[src/rtl/fetch_unit_if.sv]
// Instruction-memory request/response bus between the fetch stage and imem.
interface fetch_unit_if #(
  parameter int ADDR_W = 32
);
  logic              imem_req;
  logic [ADDR_W-1:0] imem_addr;
  logic              imem_ready;
  logic [31:0]       imem_rdata;

  modport master (
    output imem_req,
    output imem_addr,
    input  imem_ready,
    input  imem_rdata
  );

  modport slave (
    input  imem_req,
    input  imem_addr,
    output imem_ready,
    output imem_rdata
  );
endinterface

[src/rtl/fetch_unit.sv]
// Instruction fetch stage: PC, imem requests, one-entry output register plus skid, redirects.
// Optional MIPS-style branch delay slot when FETCH_DELAY_SLOT_EN is defined.
module fetch_unit #(
  parameter int                ADDR_W   = 32,
  parameter logic [ADDR_W-1:0] RESET_PC = '0
) (
  input  logic              clk,
  input  logic              reset,
  input  logic              stall,
  input  logic              redirect_valid,
  input  logic [ADDR_W-1:0] redirect_pc,
  fetch_unit_if.master      imem,
  output logic              if_valid,
  output logic [31:0]       if_instr,
  output logic [ADDR_W-1:0] if_pc,
  output logic [ADDR_W-1:0] if_pc_plus4
);

  typedef enum logic [1:0] {FETCH, HOLD, DROP} state_t;

  state_t            state_reg, state_next;
  logic [ADDR_W-1:0] pc_reg, pc_next;
  logic [ADDR_W-1:0] drop_addr_reg, drop_addr_next;
  logic [ADDR_W-1:0] out_pc_reg, out_pc_next;
  logic [31:0]       out_instr_reg, out_instr_next;
  logic [31:0]       skid_instr_reg, skid_instr_next;
  logic              out_valid_reg, out_valid_next;

  logic              transfer;
  logic              load_fetch;
  logic              load_hold;
  logic [ADDR_W-1:0] redirect_target;
  logic [ADDR_W-1:0] pc_plus4;
  logic [ADDR_W-1:0] seq_pc;

  // A request never rises while reset is held, so a late ready is ignored.
  assign imem.imem_req  = (state_reg != HOLD) && !reset;
  assign imem.imem_addr = (state_reg == DROP) ? drop_addr_reg : pc_reg;

  assign transfer        = imem.imem_req && imem.imem_ready;
  assign load_fetch      = (state_reg == FETCH) && transfer && (!out_valid_reg || !stall);
  assign load_hold       = (state_reg == HOLD) && !stall;
  assign redirect_target = redirect_pc & ~ADDR_W'(3);
  assign pc_plus4        = pc_reg + ADDR_W'(4);

`ifdef FETCH_DELAY_SLOT_EN
  logic              pending_reg, pending_next;
  logic [ADDR_W-1:0] pending_target_reg, pending_target_next;

  // The delay-slot word is the next one to advance the PC; it steers to the target.
  assign seq_pc = pending_reg    ? pending_target_reg :
                  redirect_valid ? redirect_target    : pc_plus4;

  always_comb begin
    pending_next        = pending_reg;
    pending_target_next = pending_target_reg;
    if (load_fetch || load_hold) begin
      pending_next = 1'b0;
    end else if (redirect_valid && !pending_reg) begin
      pending_next        = 1'b1;
      pending_target_next = redirect_target;
    end
  end

  always_ff @(posedge clk) begin
    if (reset) begin
      pending_reg        <= 1'b0;
      pending_target_reg <= '0;
    end else begin
      pending_reg        <= pending_next;
      pending_target_reg <= pending_target_next;
    end
  end
`else
  assign seq_pc = pc_plus4;
`endif

  always_comb begin
    state_next      = state_reg;
    pc_next         = pc_reg;
    drop_addr_next  = drop_addr_reg;
    out_pc_next     = out_pc_reg;
    out_instr_next  = out_instr_reg;
    skid_instr_next = skid_instr_reg;
    out_valid_next  = out_valid_reg;

    if (out_valid_reg && !stall) begin
      out_valid_next = 1'b0;
    end

    case (state_reg)
      FETCH: begin
        if (load_fetch) begin
          out_valid_next = 1'b1;
          out_instr_next = imem.imem_rdata;
          out_pc_next    = pc_reg;
          pc_next        = seq_pc;
        end else if (transfer) begin
          skid_instr_next = imem.imem_rdata;
          state_next      = HOLD;
        end
      end
      HOLD: begin
        if (load_hold) begin
          out_valid_next = 1'b1;
          out_instr_next = skid_instr_reg;
          out_pc_next    = pc_reg;
          pc_next        = seq_pc;
          state_next     = FETCH;
        end
      end
      DROP: begin
        if (transfer) begin
          state_next = FETCH;
        end
      end
      default: state_next = FETCH;
    endcase

`ifndef FETCH_DELAY_SLOT_EN
    // Redirect wins over stall and over any word arriving this cycle.
    if (redirect_valid) begin
      pc_next         = redirect_target;
      out_valid_next  = 1'b0;
      skid_instr_next = '0;
      drop_addr_next  = imem.imem_addr;
      state_next      = (imem.imem_req && !transfer) ? DROP : FETCH;
    end
`endif
  end

  always_ff @(posedge clk) begin
    if (reset) begin
      state_reg      <= FETCH;
      pc_reg         <= RESET_PC;
      drop_addr_reg  <= RESET_PC;
      out_pc_reg     <= '0;
      out_instr_reg  <= '0;
      skid_instr_reg <= '0;
      out_valid_reg  <= 1'b0;
    end else begin
      state_reg      <= state_next;
      pc_reg         <= pc_next;
      drop_addr_reg  <= drop_addr_next;
      out_pc_reg     <= out_pc_next;
      out_instr_reg  <= out_instr_next;
      skid_instr_reg <= skid_instr_next;
      out_valid_reg  <= out_valid_next;
    end
  end

  assign if_valid    = out_valid_reg;
  assign if_instr    = out_instr_reg;
  assign if_pc       = out_pc_reg;
  assign if_pc_plus4 = out_pc_reg + ADDR_W'(4);

endmodule
[src/flat_wrapper.sv]
// flat-port wrapper written by rule: the top's interface ports become plain ports
module fetch_unit_flat 
#(
  parameter int                ADDR_W   = 32,
  parameter logic [ADDR_W-1:0] RESET_PC = '0
)
  (clk, reset, stall, redirect_valid, redirect_pc, if_valid, if_instr, if_pc, if_pc_plus4, imem_imem_req, imem_imem_addr, imem_imem_ready, imem_imem_rdata);
  fetch_unit_if #(.ADDR_W(ADDR_W)) imem_i ();
  input  logic clk;
  input  logic reset;
  input  logic stall;
  input  logic redirect_valid;
  input  logic [ADDR_W-1:0] redirect_pc;
  output logic if_valid;
  output logic [31:0] if_instr;
  output logic [ADDR_W-1:0] if_pc;
  output logic [ADDR_W-1:0] if_pc_plus4;
  output wire logic [$bits(imem_i.imem_req)-1:0] imem_imem_req;
  output wire logic [$bits(imem_i.imem_addr)-1:0] imem_imem_addr;
  input wire logic [$bits(imem_i.imem_ready)-1:0] imem_imem_ready;
  input wire logic [$bits(imem_i.imem_rdata)-1:0] imem_imem_rdata;
  assign imem_imem_req = imem_i.imem_req;
  assign imem_imem_addr = imem_i.imem_addr;
  assign imem_i.imem_ready = imem_imem_ready;
  assign imem_i.imem_rdata = imem_imem_rdata;
  fetch_unit #(.ADDR_W(ADDR_W), .RESET_PC(RESET_PC)) u_core (.clk(clk), .reset(reset), .stall(stall), .redirect_valid(redirect_valid), .redirect_pc(redirect_pc), .imem(imem_i), .if_valid(if_valid), .if_instr(if_instr), .if_pc(if_pc), .if_pc_plus4(if_pc_plus4));
endmodule
[config.mk]
export PLATFORM = sky130hd
export DESIGN_NAME = fetch_unit_flat
export DESIGN_NICKNAME = d
export VERILOG_FILES = /design/src/rtl/fetch_unit_if.sv /design/src/rtl/fetch_unit.sv /design/src/flat_wrapper.sv
export SDC_FILE = /design/constraint.sdc
export NUM_CORES = 1
export LEC_CHECK = 0
export CORE_MARGIN = 1.5
export CORE_UTILIZATION = 50
export CTS_CLUSTER_DIAMETER = 150
export CTS_CLUSTER_SIZE = 25
export DETAILED_ROUTE_END_ITERATION = 10
export GPL_ROUTABILITY_DRIVEN = 0
export MAX_ROUTING_LAYER = met4
export PLACE_DENSITY = 0.85
export SLEW_MARGIN = 30
export SYNTH_ARGS = -nofsm -noshare
export SYNTH_HDL_FRONTEND = slang
export SYNTH_SLANG_ARGS = --single-unit
[constraint.sdc]
create_clock -name clk -period 2.08 [get_ports clk]
set_input_delay 0.208 -clock clk [delete_from_list [all_inputs] [get_ports clk]]
set_output_delay 0.208 -clock clk [all_outputs]
set_load 0.05 [all_outputs]
==> results.md, run 1 <==
- CP Launch Type: flop
- Fill cell count: 854
- Synth Area per Inst: 7.87 um2
- Final global-route overflow total: 0
- Worst min path class: in2reg
- Switching power: 2460 uW
- Tcrit/Tclk final: 1.17
- First-pass GRT wire length: 41900 um
- Clock Path Buffers: 2
- Post-synthesis cell count: 999
- Leak: 0.00491 uW
- Worst setup margin: -362 ps
- Syn. warnings: 0
- Htree depth: 4
- Antenna diodes: 0
- Share of layout cells above drive strength 1: 0.260
- Vias/cell: 6.07
- Die Width: 128 um
- Initial Util: 0.515
- Post-DRT Antenna Nets: 0
- Register area: 3250 um2
- Worst setup EP type: output pin
- Logic pwr share: 0.224
- Slew Viols, Final: 0
- Core Region: 15300 um2
- Vias in the first global route: 8348
- Clock Root Buffer: clkbuf_16
- # setup viols final: 21
- Inserted Clock Buffers: 17
- Failing checks: setup timing
- Synth cell types: 63
- Internal power: 6020 uW
- Flop pwr share: 0.392
- I/O pin cnt: 199
- Die ar.: 16500 um2
- Arr. time, crit path: 2230 ps
- Initial antenna violation count: 0
- Total power: 8480 uW
- Hold Buf Count CTS: 0
- Synth cell count leaders: nand2_1 (278), dfxtp_1 (159), a21oi_1 (98)
- Post-Route WL: 29000 um
- Vias: 8856
- Number of port buffers: 192
- Final Hold Vio Count: 0
- Clk sinks: 159
- Row Count: 45
- Post-synth ARST share: 0
- Global Route Usage Sum: 0.332
- Status: complete, but fails checks
- Die H: 128 um
- Sequential area share after synthesis: 0.405
- CTS tree: built
- Number of synthesized flops with an enable pin: 0
- Switching part of the total: 0.290
- Wire length per cell: 19.9 um
- Area grow syn2layout: 58.9%
- CP Data Required Time: 1870 ps
- Worst-Skew Late Latency: 430 ps
- Clock Skews: 7.68 ps
- Top-count cell post-synth: nand2_1
- Post-synth top flop: dfxtp_1
- Tmin final: 2440 ps
- DRC viols: 0
- Slew @ Worst Pin: 612 ps
- Cell Area, Synth: 7860 um2
- Drt initial violations: 841
- Worst vdd rail ir drop: 0.000615 V
- RSZ-0062 raised after global routing: yes
- Max Cap Violations: 0
- Slew HR: 0.592
- Nets: 1307
- Yosys reg bits: 159
- PwrDens: 679 nW/um2
- Yosys top cell by area: dfxtp_1
- Clk slew on worst S/H paths: 60 ps
- 1st-pass router iterations: 9
- WHS: 344 ps
- Maximum clock rate: 410 MHz
- Max FO, Critical Path: 7
- Ranking of synthesized cells by area: dfxtp_1 (40%), nand2_1 (13%), a21oi_1 (6.2%)
- Clock share of power: 0.384
- Critical path start-end classification: reg2out
- Post-detail-place hpwl: 16900 um
- Post-synth top area share: 0.405
- Area of the multi-input gates: 4830 um2
- Largest net degree at the start of global routing: 56
[logic make-up after synthesis]
| group | Yosys count | share of synthesized area |
|---|---|---|
| buffers and inverters | 107 | 0.0638 |
| xor gates and xnor gates | 30 | 0.0334 |
| AOI/OAI and AO/OA | 198 | 0.174 |
| other | 1 | 0.000477 |
| muxes | 31 | 0.0442 |
| and+or+nand+nor | 471 | 0.276 |
| adders and majority gates | 2 | 0.00318 |
| DFF | 159 | 0.405 |
[path summary, 6_finish.rpt]
check / from / end / slack [ps] / depth (start not counted)
setup / recovery: u_core.if_pc[17] / if_pc_plus4[29] / -360 / 6
hold / removal: reset / u_core.drop_addr_reg[5] / 340 / 3
setup reg to reg: u_core.pc_reg[7] / u_core.pc_reg[12] / 110 / 4
hold reg to reg: u_core.drop_addr_reg[1] / u_core.drop_addr_reg[1] / 440 / 2
[area by class of cell]
| cell class | instances | share of cell area |
|---|---|---|
| tap | 211 | 0.0211 |
| multi-input combinational | 737 | 0.387 |
| timing repair buffer | 299 | 0.276 |
| clock buffer | 21 | 0.0360 |
| sequential | 159 | 0.260 |
| clock inverter | 11 | 0.0131 |
| inverter | 22 | 0.00691 |
[metrics by stage]
stage	cells	area, um2	setup TNS, ps	worst slack (ps)	utilization
final	1460	12500	-3720	-362	0.819
after global routing	1460	12500	-4490	-345	0.819
after CTS	1450	12200	-540	-101	0.799
after detailed placement	1402	11300	-2440	-105	0.737
after global placement	1402	11300	-2390	-76.7	0.737
after floorplan	1002	8190	0	4.07	-
[timing repair]
action                                  4_1_cts  5_1_grt
endpoints found under the setup margin       54       37
resized for setup                            53       53
gates cloned                                  1        2
buffers inserted                             15       10
pin swaps                                    27       15
[critical path: stages, from the launching register on]
cell	delay, ps
dfxtp_4	370
nand4_1	260
nor4_4	320
buf_6	190
nand4_1	250
xnor2_4	260
buf_12	150
[layout by cell type (no fill, tap or decap), drive strengths merged, types with 7 or more instances in the layout]
cell type and count:
nand2 278, buf 167, dfxtp 159, clkdlybuf4s50 126
a21oi 98, nor2 63, a311oi 46, mux2 30
nand3 30, clkbuf 23, inv 20, nand4 18
xnor2 18, nor3 13, nor4 13, xor2 12
and4 12, and3 12, a2111oi 12, nor2b 9
a211oi 7, o21ai 7
[power by group through the flow]
stage | clock [uW] | sequential, uW | combinational, uW
after floorplan | 0 | 3580 | 789
after global placement | 0 | 3370 | 1750
after detailed placement | 0 | 3380 | 1780
after CTS | 3260 | 3310 | 1810
after global routing | 3400 | 3330 | 1980
final | 3260 | 3320 | 1900
[layer usage]
layer | GRT usage | share of wire | vias to the layer above
met5 | - | 0 | -
met3 | 0.0711 | 0.096 | 134
li1 | - | - | 3962
met2 | 0.554 | 0.50 | 577
met4 | 0.173 | 0.047 | 0
met1 | 0.375 | 0.36 | 4183
Note: power is estimated with default switching activity, not from simulation.
==> inputs of run 2 (changes only) <==
--- a/config.mk
+++ b/config.mk
@@ -6,13 +6,14 @@
 export NUM_CORES = 1
 export LEC_CHECK = 0
 export CORE_MARGIN = 1.5
-export CORE_UTILIZATION = 50
+export CORE_UTILIZATION = 35
 export CTS_CLUSTER_DIAMETER = 150
 export CTS_CLUSTER_SIZE = 25
 export DETAILED_ROUTE_END_ITERATION = 10
 export GPL_ROUTABILITY_DRIVEN = 0
 export MAX_ROUTING_LAYER = met4
-export PLACE_DENSITY = 0.85
+export PLACE_DENSITY = 0.64
+export SKIP_CTS_REPAIR_TIMING = 1
 export SLEW_MARGIN = 30
 export SYNTH_ARGS = -nofsm -noshare
 export SYNTH_HDL_FRONTEND = slang
==> run 2 against run 1 <==
The run ends with DRC, setup timing left; critical endpoint is now if_pc_plus4[27]; sequential power about the same; wire length fell by 11%; register-to-register slack gained 70 ps; utilization is 25 points lower; largest cell class unchanged; clock power about the same; hold slack worse by 0.72 ps; critical path type unchanged.
==> results.md, run 2 (synthesis gave the netlist of run 1 again) <==
- Clock Path Buffers: 2
- First-pass GRT wire length: 39600 um
- Initial antenna violation count: 1
- Final global-route overflow total: 0
- Worst min path class: in2reg
- Area grow syn2layout: 59.6%
- Share of layout cells above drive strength 1: 0.265
- Number of port buffers: 192
- Tcrit/Tclk final: 1.06
- Vias/cell: 5.33
- Non-filler cells, final: 1535
- Worst setup margin: -115 ps
- Wire length per cell: 16.8 um
- Post-DRT Antenna Nets: 0
- Vias: 8175
- Arr. time, crit path: 1990 ps
- Tmin final: 2200 ps
- Post-DP Area: 11400 um2
- DRC viols: 18
- Slew @ Worst Pin: 696 ps
- Post-placement cell count: 1477
- Slew HR: 0.536
- Final instance area: 12500 um2
- Drt initial violations: 583
- Worst-Skew Late Latency: 430 ps
- Crit path max-delay cell type: dfxtp_2
- Maximum clock rate: 455 MHz
- Place WS: -62.3 ps
- 1st-pass router iterations: 8
- Clock Root Buffer: clkbuf_16
- Largest net degree at the start of global routing: 59
- CP peak stage delay: 360 ps
- Initial Util: 0.358
- Clk sinks: 159
- Status: complete, but fails checks
- Worst vdd rail ir drop: 0.000583 V
- Leak: 0.00479 uW
- Nets: 1313
- Most frequent cells in the layout: nand2_1 (277), dfxtp_1 (133), clkdlybuf4s50_1 (129)
- Die Width: 153 um
- Post-detail-place hpwl: 17400 um
- Commonest non-fill, non-tap cell in the layout: nand2_1
- CP Data Required Time: 1870 ps
- RSZ-0062 raised after global routing: yes
- Max Cap Violations: 0
- Core Region: 22000 um2
- Worst setup EP type: output pin
- Clk slew on worst S/H paths: 70 ps
- Inserted Clock Buffers: 17
- CTS tree: built
- CP Launch Type: flop
- Row Count: 54
- Critical path start-end classification: reg2out
- Failing checks: DRC, setup timing
- # setup viols final: 9
- Vias in the first global route: 7575
- Post-Route WL: 25700 um
- Htree depth: 4
- Fill cell count: 1958
- Clock Skews: 6.81 ps
- Max FO, Critical Path: 7
- Die H: 153 um
- WHS: 343 ps
- Global Route Usage Sum: 0.216
- Die ar.: 23400 um2
- Slew Viols, Final: 0
- Final Hold Vio Count: 0
- PwrDens: 672 nW/um2
- Critical Path, Cell by Cell: nand3_4 > nor4_4 > buf_6 > nand4b_1 > xnor2_4 > buf_12
- I/O pin cnt: 199
## run 2: cell count changes in the layout (fill, tap and decap cells not counted), sizes merged, moves of 2 or more
cell           before  now
buf               167  173
clkdlybuf4s50     126  129
clkbuf             23   21
dlymetal6s2s        3    1
inv                20   22
## run 2: metrics by stage
step / power, uW / util / TNS, ps
floorplan: 4360 / - / 0
finish: 8430 / 0.571 / -604
global placement: 5170 / 0.518 / -102
global route: 8740 / 0.571 / -1670
detailed placement: 5180 / 0.518 / -426
CTS: 8430 / 0.546 / -10220
## run 2: cell type report
cell class / count / area [um2] / share of cell area
Antenna cell: 1 / 2.50 / 0.000199
Clock buffer: 19 / 453 / 0.0361
Clock inverter: 12 / 159 / 0.0127
Inverter: 22 / 86.3 / 0.00688
Multi-Input combinational cell: 737 / 4750 / 0.379
Sequential cell: 159 / 3250 / 0.259
Tap cell: 280 / 350 / 0.0279
Timing Repair Buffer: 305 / 3490 / 0.278
## run 2: path summary, 6_finish.rpt
kind                                               from                       to  slack (ps)  cells after the start
worst max-delay path                    u_core.if_pc[8]          if_pc_plus4[27]        -120                      6
worst min-delay path                              reset         u_core.if_pc[10]         340                      3
worst max register to register         u_core.pc_reg[5]        u_core.pc_reg[20]         180                      5
worst min register to register  u_core.drop_addr_reg[1]  u_core.drop_addr_reg[1]         450                      2
## run 2: layer usage
layer / wire [um] / vias to the layer above / GRT usage
li1: - / 3988 / -
met1: 11200 / 3852 / 0.270
met2: 12100 / 290 / 0.340
met3: 1700 / 45 / 0.0491
met4: 728 / 0 / 0.0840
met5: 0 / - / -
## run 2: where the power goes
group          switching, uW  internal, uW  total [uW]  leakage (uW)
registers                123          3170        3300       0.00132
clock network           1310          1950        3260      0.000296
logic                   1060           813        1870       0.00318
total                   2490          5940        8430       0.00479
## run 2: critical path: cells and delay by family (launching register included)
kind | cells | cell delay, ps
AND/OR/NAND/NOR | 3 | 640
buffers and inverters | 2 | 320
flip-flops | 1 | 360
XOR/XNOR | 1 | 250
